==> src/rtl/dpram_arbiter.sv <==
// Two-requester arbiter for the single write port and single read port of a dual-port RAM.
// Round-robin per port, RAW stall on the read grant, and tagged read-response routing.
module dpram_arbiter #(
  parameter int ADDR_W = 8,
  parameter int DATA_W = 16,
  parameter int RD_LAT = 1
) (
  input  logic              clk,
  input  logic              rst,
  input  logic [1:0]        wr_req,
  input  logic [ADDR_W-1:0] wr_addr0,
  input  logic [ADDR_W-1:0] wr_addr1,
  input  logic [DATA_W-1:0] wr_data0,
  input  logic [DATA_W-1:0] wr_data1,
  output logic [1:0]        wr_gnt,
  input  logic [1:0]        rd_req,
  input  logic [ADDR_W-1:0] rd_addr0,
  input  logic [ADDR_W-1:0] rd_addr1,
  output logic [1:0]        rd_gnt,
  output logic [1:0]        rd_rvalid,
  output logic [DATA_W-1:0] rd_rdata,
  output logic [ADDR_W-1:0] ram_w_addr,
  output logic              ram_wr,
  output logic [DATA_W-1:0] ram_din,
  output logic [ADDR_W-1:0] ram_r_addr,
  input  logic [DATA_W-1:0] ram_dout
);

  logic              wr_ptr;
  logic              rd_ptr;
  logic [1:0]        rd_cand;
  logic [ADDR_W-1:0] w_addr_sel;
  logic [DATA_W-1:0] w_data_sel;
  logic [ADDR_W-1:0] r_addr_sel;
  logic              raw_hazard;
  logic [RD_LAT:0]   tag_v;
  logic [RD_LAT:0]   tag_id;

  // Pointer value 0 favours requester 0; it only moves when both ports contend.
  always_comb begin
    wr_gnt = 2'b00;
    unique case (wr_req)
      2'b01:   wr_gnt = 2'b01;
      2'b10:   wr_gnt = 2'b10;
      2'b11:   wr_gnt = wr_ptr ? 2'b10 : 2'b01;
      default: wr_gnt = 2'b00;
    endcase
  end

  always_comb begin
    rd_cand = 2'b00;
    unique case (rd_req)
      2'b01:   rd_cand = 2'b01;
      2'b10:   rd_cand = 2'b10;
      2'b11:   rd_cand = rd_ptr ? 2'b10 : 2'b01;
      default: rd_cand = 2'b00;
    endcase
  end

  assign w_addr_sel = wr_gnt[1] ? wr_addr1 : wr_addr0;
  assign w_data_sel = wr_gnt[1] ? wr_data1 : wr_data0;
  assign r_addr_sel = rd_cand[1] ? rd_addr1 : rd_addr0;

  // A read must not overtake a write to the same address still on its way into the RAM.
  assign raw_hazard = ((|wr_gnt) && (w_addr_sel == r_addr_sel)) ||
                      (ram_wr && (ram_w_addr == r_addr_sel));
  assign rd_gnt     = raw_hazard ? 2'b00 : rd_cand;

  always_ff @(posedge clk or posedge rst) begin
    if (rst) begin
      wr_ptr     <= 1'b0;
      rd_ptr     <= 1'b0;
      ram_wr     <= 1'b0;
      ram_w_addr <= '0;
      ram_din    <= '0;
      ram_r_addr <= '0;
      tag_v      <= '0;
      tag_id     <= '0;
    end else begin
      ram_wr <= |wr_gnt;
      if (|wr_gnt) begin
        ram_w_addr <= w_addr_sel;
        ram_din    <= w_data_sel;
      end
      if (&wr_req) wr_ptr <= ~wr_ptr;
      if (|rd_gnt) ram_r_addr <= r_addr_sel;
      if ((&rd_req) && (|rd_gnt)) rd_ptr <= ~rd_ptr;
      tag_v[0]  <= |rd_gnt;
      tag_id[0] <= rd_gnt[1];
      for (int i = 1; i <= RD_LAT; i++) begin
        tag_v[i]  <= tag_v[i-1];
        tag_id[i] <= tag_id[i-1];
      end
    end
  end

  assign rd_rvalid = {tag_v[RD_LAT] & tag_id[RD_LAT], tag_v[RD_LAT] & ~tag_id[RD_LAT]};
  assign rd_rdata  = (|rd_rvalid) ? ram_dout : '0;

endmodule

==> config.mk <==
export PLATFORM = sky130hd
export DESIGN_NAME = dpram_arbiter
export DESIGN_NICKNAME = d
export VERILOG_FILES = /design/src/rtl/dpram_arbiter.sv
export SDC_FILE = /design/constraint.sdc
export NUM_CORES = 1
export LEC_CHECK = 0
export CORE_ASPECT_RATIO = 0.7
export CORE_MARGIN = 3
export CORE_UTILIZATION = 40
export CTS_CLUSTER_DIAMETER = 30
export DETAILED_ROUTE_END_ITERATION = 6
export GPL_ROUTABILITY_DRIVEN = 0
export GPL_TIMING_DRIVEN = 0
export PLACE_DENSITY = 0.87
export SYNTH_ARGS = -nofsm -noshare
export SYNTH_HDL_FRONTEND = slang
export SYNTH_SLANG_ARGS = --single-unit
==> constraint.sdc <==
create_clock -name clk -period 5.3 [get_ports clk]
set_clock_uncertainty 0.2 [all_clocks]
set_input_delay 0.795 -clock clk [delete_from_list [all_inputs] [get_ports clk]]
set_output_delay 0.795 -clock clk [all_outputs]
set_load 0.1 [all_outputs]
==> results of run 1 <==
routing by layer:
| metal | track usage (%) | wire, um | vias up |
|---|---|---|---|
| met5 | 0 | 0 | - |
| met4 | 5.58 | 55 | 0 |
| met3 | 6.92 | 830 | 5 |
| met2 | 35.9 | 3260 | 114 |
| met1 | 24.7 | 2700 | 1050 |
| li1 | - | - | 1111 |
synthesized netlist by cell type (2+ instances only):
cell,number,area [um^2]
nand2_1,41,154
dfrtp_1,39,976
and2_1,20,125
a22oi_1,16,120
inv_1,13,48.8
mux2i_1,12,120
nor2_1,12,45.0
a21oi_1,9,45.0
xnor2_1,9,78.8
nand3_1,7,35.0
clkbuf_1,5,18.8
o21ai_0,5,25.0
xor2_1,5,43.8
a211o_1,4,35.0
mux2_4,4,60.1
o211ai_1,4,30.0
a21boi_0,3,22.5
and3_1,3,18.8
o21ai_1,3,15.0
buf_2,2,10.0
buf_6,2,22.5
nand4_1,2,12.5
nor2b_1,2,12.5
nor3_1,2,10.0
critical path: stages:
cell	delay (ns)
clkdlybuf4s50_1	0.60
and2_1	0.18
buf_6	0.13
buf_2	0.22
mux2i_1	0.41
xnor2_1	0.13
nand3_1	0.11
o21ai_0	0.12
nor2_1	0.13
clkdlybuf4s50_1	1.15
power by group through the flow:
stage	registers (W)	logic [W]	clock network (W)
detailed placement	0.000405	0.000904	0
finish	0.000399	0.000902	0.000218
global route	0.000407	0.000939	0.000237
CTS	0.000400	0.000906	0.000225
global placement	0.000401	0.000896	0
floorplan	0.000741	0.000322	0
final cells by class:
type / instances / area [um^2]
plain buffers: 10 / 55.1
clock buffers: 8 / 100
fillers: 410 / 1490
inverters: 13 / 48.8
multi-input cells: 176 / 1140
flip-flops and latches: 39 / 976
well taps: 72 / 90.1
repair buffers: 139 / 1390
flip-flops by register name, indices dropped and copies added, names as in the netlist:
| signal | count |
|---|---|
| rd_ptr | 1 |
| ram_wr | 1 |
| ram_r_addr | 8 |
| wr_ptr | 1 |
| ram_din | 16 |
| tag_v | 2 |
| ram_w_addr | 8 |
| tag_id | 2 |
logic make-up (layout without fill, tap and decap cells):
family	count (synthesis)	in the layout	share of synthesized area, %
muxes	17	17	8.63
and+or+nand+nor	94	94	20.9
buffers and inverters	23	170	4.68
AOI/OAI and AO/OA	51	51	16.2
xor gates and xnor gates	14	14	5.53
DFF	39	39	44.0
metrics by stage:
| step | setup WS [ns] | cell area [um^2] | power (W) |
|---|---|---|---|
| after CTS | 0.257 | 3800 | 0.00153 |
| after global routing | 0.102 | 3800 | 0.00158 |
| final | 0.307 | 3800 | 0.00152 |
| after global placement | 0.274 | 3700 | 0.00130 |
| after floorplan | 1.17 | 2220 | 0.00106 |
| after detailed placement | 0.258 | 3700 | 0.00131 |
worst max-delay path by stage:
stage                   start         to  slack (ns)  depth (start not counted)
floorplan           wr_req[0]  rd_gnt[1]        1.17                          9
global placement    wr_req[1]  rd_gnt[1]        0.27                         10
detailed placement  wr_req[1]  rd_gnt[1]        0.26                         10
CTS                 wr_req[1]  rd_gnt[1]        0.26                         10
global route        wr_req[1]  rd_gnt[0]        0.10                         10
finish              wr_req[1]  rd_gnt[1]        0.31                         10
==> flow_summary.ini, run 1 <==
[clock_network]
cts_hold_buf = 0
clk_latency_ns = 0.29
root_buffer = clkbuf_8
cts_tree = built
cts_buffers = 5
clk_pin_slew_ns = 0.07
cts_resized = 0
cts_buffer_depth = 2
htreeDepth = 2
cts.sinks = 39
postCtsSetupRepairBufs = 0

[synth]
avgSynthCellArea_um2 = 9.32
ys_seq_elements = 39
synthCells = 238
syn_nets = 324
ys.flop_type = dfrtp_1
synth_cell_types = 38
synthArstFlopShare_pct = 100
syn_area_um2 = 2220
ys_seq_area_share_pct = 44.0
yosys_warnings = 0
synth-edff-count = 0

[critical_path]
crit_path_start_kind = primary input
reg2reg_to = ram_r_addr[4]$_DFFE_PP0P_
rrSetupSlack_ns = 2.45
worst_ep_required_time_ns = 4.30
crit_arrival_ns = 4.00
cp-end-kind = output port
crit_path_max_fanout = 10
timing.rr.start = rd_ptr$_DFFE_PP0P_
worstSetupPathType = primary input to output port
reg2reg_depth = 8

[layout]
syn2layout_area_growth_pct = 71.3
final_common_cell = clkdlybuf4s50_1
mostFrequentLayoutCells = clkdlybuf4s50_1, nand2_1, dfrtp_1
diodes = 0
layout.nets = 470
stdcell_count = 457
final_core_util_pct = 71.9
drive_gt1_share_pct = 5.97

[sta]
hold_viol_final = 0
min_period_over_period_pct = 94.2
relSlewSlack_pct = 34.0
rsz0062_at_grt = no
worst_pin_slew_ns = 0.987
slew_violations = 0
fmax_mhz = 200
min_period_ns = 4.99
setup-tns-final_ns = 0
holdWs_ns = 0.151
setup_viol = 0

[global_route]
overflow = 0
grt_pass1_wl_um = 10200
grt_usage_pct = 20.7
grt_max_degree = 40
antenna_found_initial = 0
first_global_vias = 2119

[die]
rows = 22
coreArea_um2 = 5290
die_y_um = 68.3
die_width_um = 95.0
ios = 141
start_util_pct = 42.0
dieArea_um2 = 6490

[outcome]
status = finished clean

[flow_run]
drv_cap = 0

[pwr]
p_per_area_nw_per_um2 = 400
clockPowerShare_pct = 14.4
p_leak_nw = 1.66
ir_worst_vdd_mv = 0.236
p_sw_w = 0.000784
p_comb_share_pct = 59.4
switching_share_pct = 51.6
p_int_w = 0.000735
seqPwrFrac_pct = 26.3

[route]
wl_per_cell_um = 15.0
wl_um = 6850
dr.pass1.iters = 4
drc_errors = 0
drt_iter0_markers = 112
viasPerCell = 4.99
ant_nets = 0
num_vias = 2280

[place]
placed_cells = 449
dp_hpwl_um = 5560
io_buffers = 139

[worst_hold_path]
min_to = tag_v[1]$_DFF_PP0_
hold_class = flip-flop to flip-flop
whs_path_depth = 0
hp-start = tag_v[0]$_DFF_PP0_
Note: power is estimated with default switching activity, not from simulation.
==> inputs of run 2 (changes only) <==
Settings changed: SKIP_CTS_REPAIR_TIMING set to 1.
==> results of run 2 <==
Final layout, timing and power as in run 1 (identical DEF).
==> variant, RTL diff (settings of run 1) <==
Set the parameter `RD_LAT` to 2 (it was 1).
--- a/src/rtl/dpram_arbiter.sv
+++ b/src/rtl/dpram_arbiter.sv
@@ -5,3 +5,3 @@
   parameter int DATA_W = 16,
-  parameter int RD_LAT = 1
+  parameter int RD_LAT = 2
 ) (
Formal check against the unedited RTL: not equivalent (Yosys sat finds a counterexample within 4 cycles, from zero or initial values and one cycle with rst high).
==> variant against run 1 <==
  * Sequential power grew 4%
  * Power grew 1.0%
  * Final cell count shrank 0.22%
  * Design area grew 2.9%
  * Sequential cell count grew 2
  * Worst setup slack gained 40 ps
  * Synthesized area grew 5.8%
  * Wire length grew 7.3%
  * Critical path type unchanged
==> variant: results (changes against run 1) <==
Route
  – Drt wl/cell: 16.1 um (+7.5%)
  – Starting DRC count in detailed routing: 176 (+57%)
  – Met2 wire len: 3540 um (+8.5%)
  – Vias: 2408 (+5.6%)
  – Met1 Wirelength: 3010 um (+12%)
  – Wire length on met3: 672 um (-19%)

Global route
  – Grt met1 use: 25.5% (+0.80 points)
  – First-pass GRT wire length: 11800 um (+16%)
  – Largest net degree at the start of global routing: 42 (+5.0%)
  – Total Routing Usage GR: 21.1% (+0.48 points)
  – Met3 Use GR: 5.99% (-0.94 points)
  – Met2 Track Usage GR: 37.0% (+1.1 points)

Synthesis
  – Synth top cells by count: dfrtp_1 (41), nand2_1 (40), and2_1 (18), a22oi_1 (16)
  – Syn_nets: 323 (-0.31%)
  – Syn avg cell area: 9.90 um2 (+6.3%)
  – Synth unique cells: 41 (+7.9%)
  – Synth top area cells: dfrtp_1 (44%), mux2i_1 (6.4%), nand2_1 (6.4%)
  – Seq/Total Area, Yosys: 43.7% (-0.28 points)

Clocking
  – Post-CTS setup buffer count: 0 (unchanged)
  – Clock Latency Late Sink: 290 ps (about the same)
  – Post-cts sizing count: 0 (unchanged)

Cells and area
  – Final Cell Area: 3910 um2 (+2.9%)
  – Final cell count without fillers: 456 (-0.22%)
  – Post-layout nets: 469 (-0.21%)
  – FILL cells: 419 (+2.2%)
  – Layout cells sized above 1: 7.55% (+1.6 points)

Place
  – DP Cell Count: 448 (-0.22%)
  – Dpl ws: 334 ps (+76.3 ps)
  – Area after DPL: 3830 um2 (+3.5%)
  – Detail Placement HPWL: 5980 um (+7.6%)

Setup path
  – Crit path max-delay cell type: clkdlybuf4s50_1
  – Crit path arrival time: 3960 ps (-40 ps)
  – CP peak stage delay: 1220 ps (+70 ps)
  – Worst setup startpoint: wr_req[0]
  – Reg2Reg Depth: 9 (+1)
  – Crit Reg-Reg Endpoint: ram_r_addr[0]$_DFFE_PP0P_
  – Setup crit end: wr_gnt[0]
  – Worst reg-to-reg setup slack: 2660 ps (+210 ps)

Pwr
  – Leak: 1.70 nW (+2.6%)
  – Max VDD drop: 0.220 mV (-6.5%)

STA
  – Clock period minus worst slack: 4950 ps (-40.2 ps)
  – Slew HR: 31.3% (-2.7 points)

Status
  – Status: finished, final reports clean
==> variant: changes by cell type in the layout (fill, tap and decap cells not counted), moves of 3 or more <==
cell / change
clkbuf_1: +3
a21oi_1: -4
a211oi_1: +3
o31a_1: +3
mux2i_1: +3
o21ai_0: -5
xnor2_1: -4
==> variant: cell families (layout without fill, tap and decap cells) <==
group,count (synthesis),in the layout,synth area share (%)
and+or+nand+nor,89,89,20.1
AOI/OAI and AO/OA,50,50,17.4
DFF,41,41,43.7
buffers and inverters,26,173,5.49
muxes,19,19,8.75
xor gates and xnor gates,12,12,4.48
==> variant: power breakdown <==
part | switching, mW | internal [mW] | total (mW)
Sequential | 0.0412 | 0.373 | 0.414
Combinational | 0.654 | 0.272 | 0.925
Clock | 0.102 | 0.0937 | 0.195
==> variant: final cells by class <==
type	instances	area, um2	share of cell area (%)
timing repair buffer	139	1390	35.6
inverter	15	56.3	1.44
sequential	41	1030	26.3
clock buffer	8	80.1	2.05
buffer	11	72.6	1.86
multi-input combinational	170	1190	30.5
tap	72	90.1	2.31
==> variant: worst min-delay path by stage <==
stage / from / end / slack [ps] / cells after the start
global placement: tag_id[1]$_DFF_PP0_ / tag_id[2]$_DFF_PP0_ / 130 / 0
global route: tag_id[0]$_DFF_PP0_ / tag_id[1]$_DFF_PP0_ / 160 / 0
finish: tag_id[1]$_DFF_PP0_ / tag_id[2]$_DFF_PP0_ / 150 / 0
floorplan: tag_id[0]$_DFF_PP0_ / tag_id[1]$_DFF_PP0_ / 130 / 0
CTS: tag_id[1]$_DFF_PP0_ / tag_id[2]$_DFF_PP0_ / 150 / 0
detailed placement: tag_id[1]$_DFF_PP0_ / tag_id[2]$_DFF_PP0_ / 130 / 0
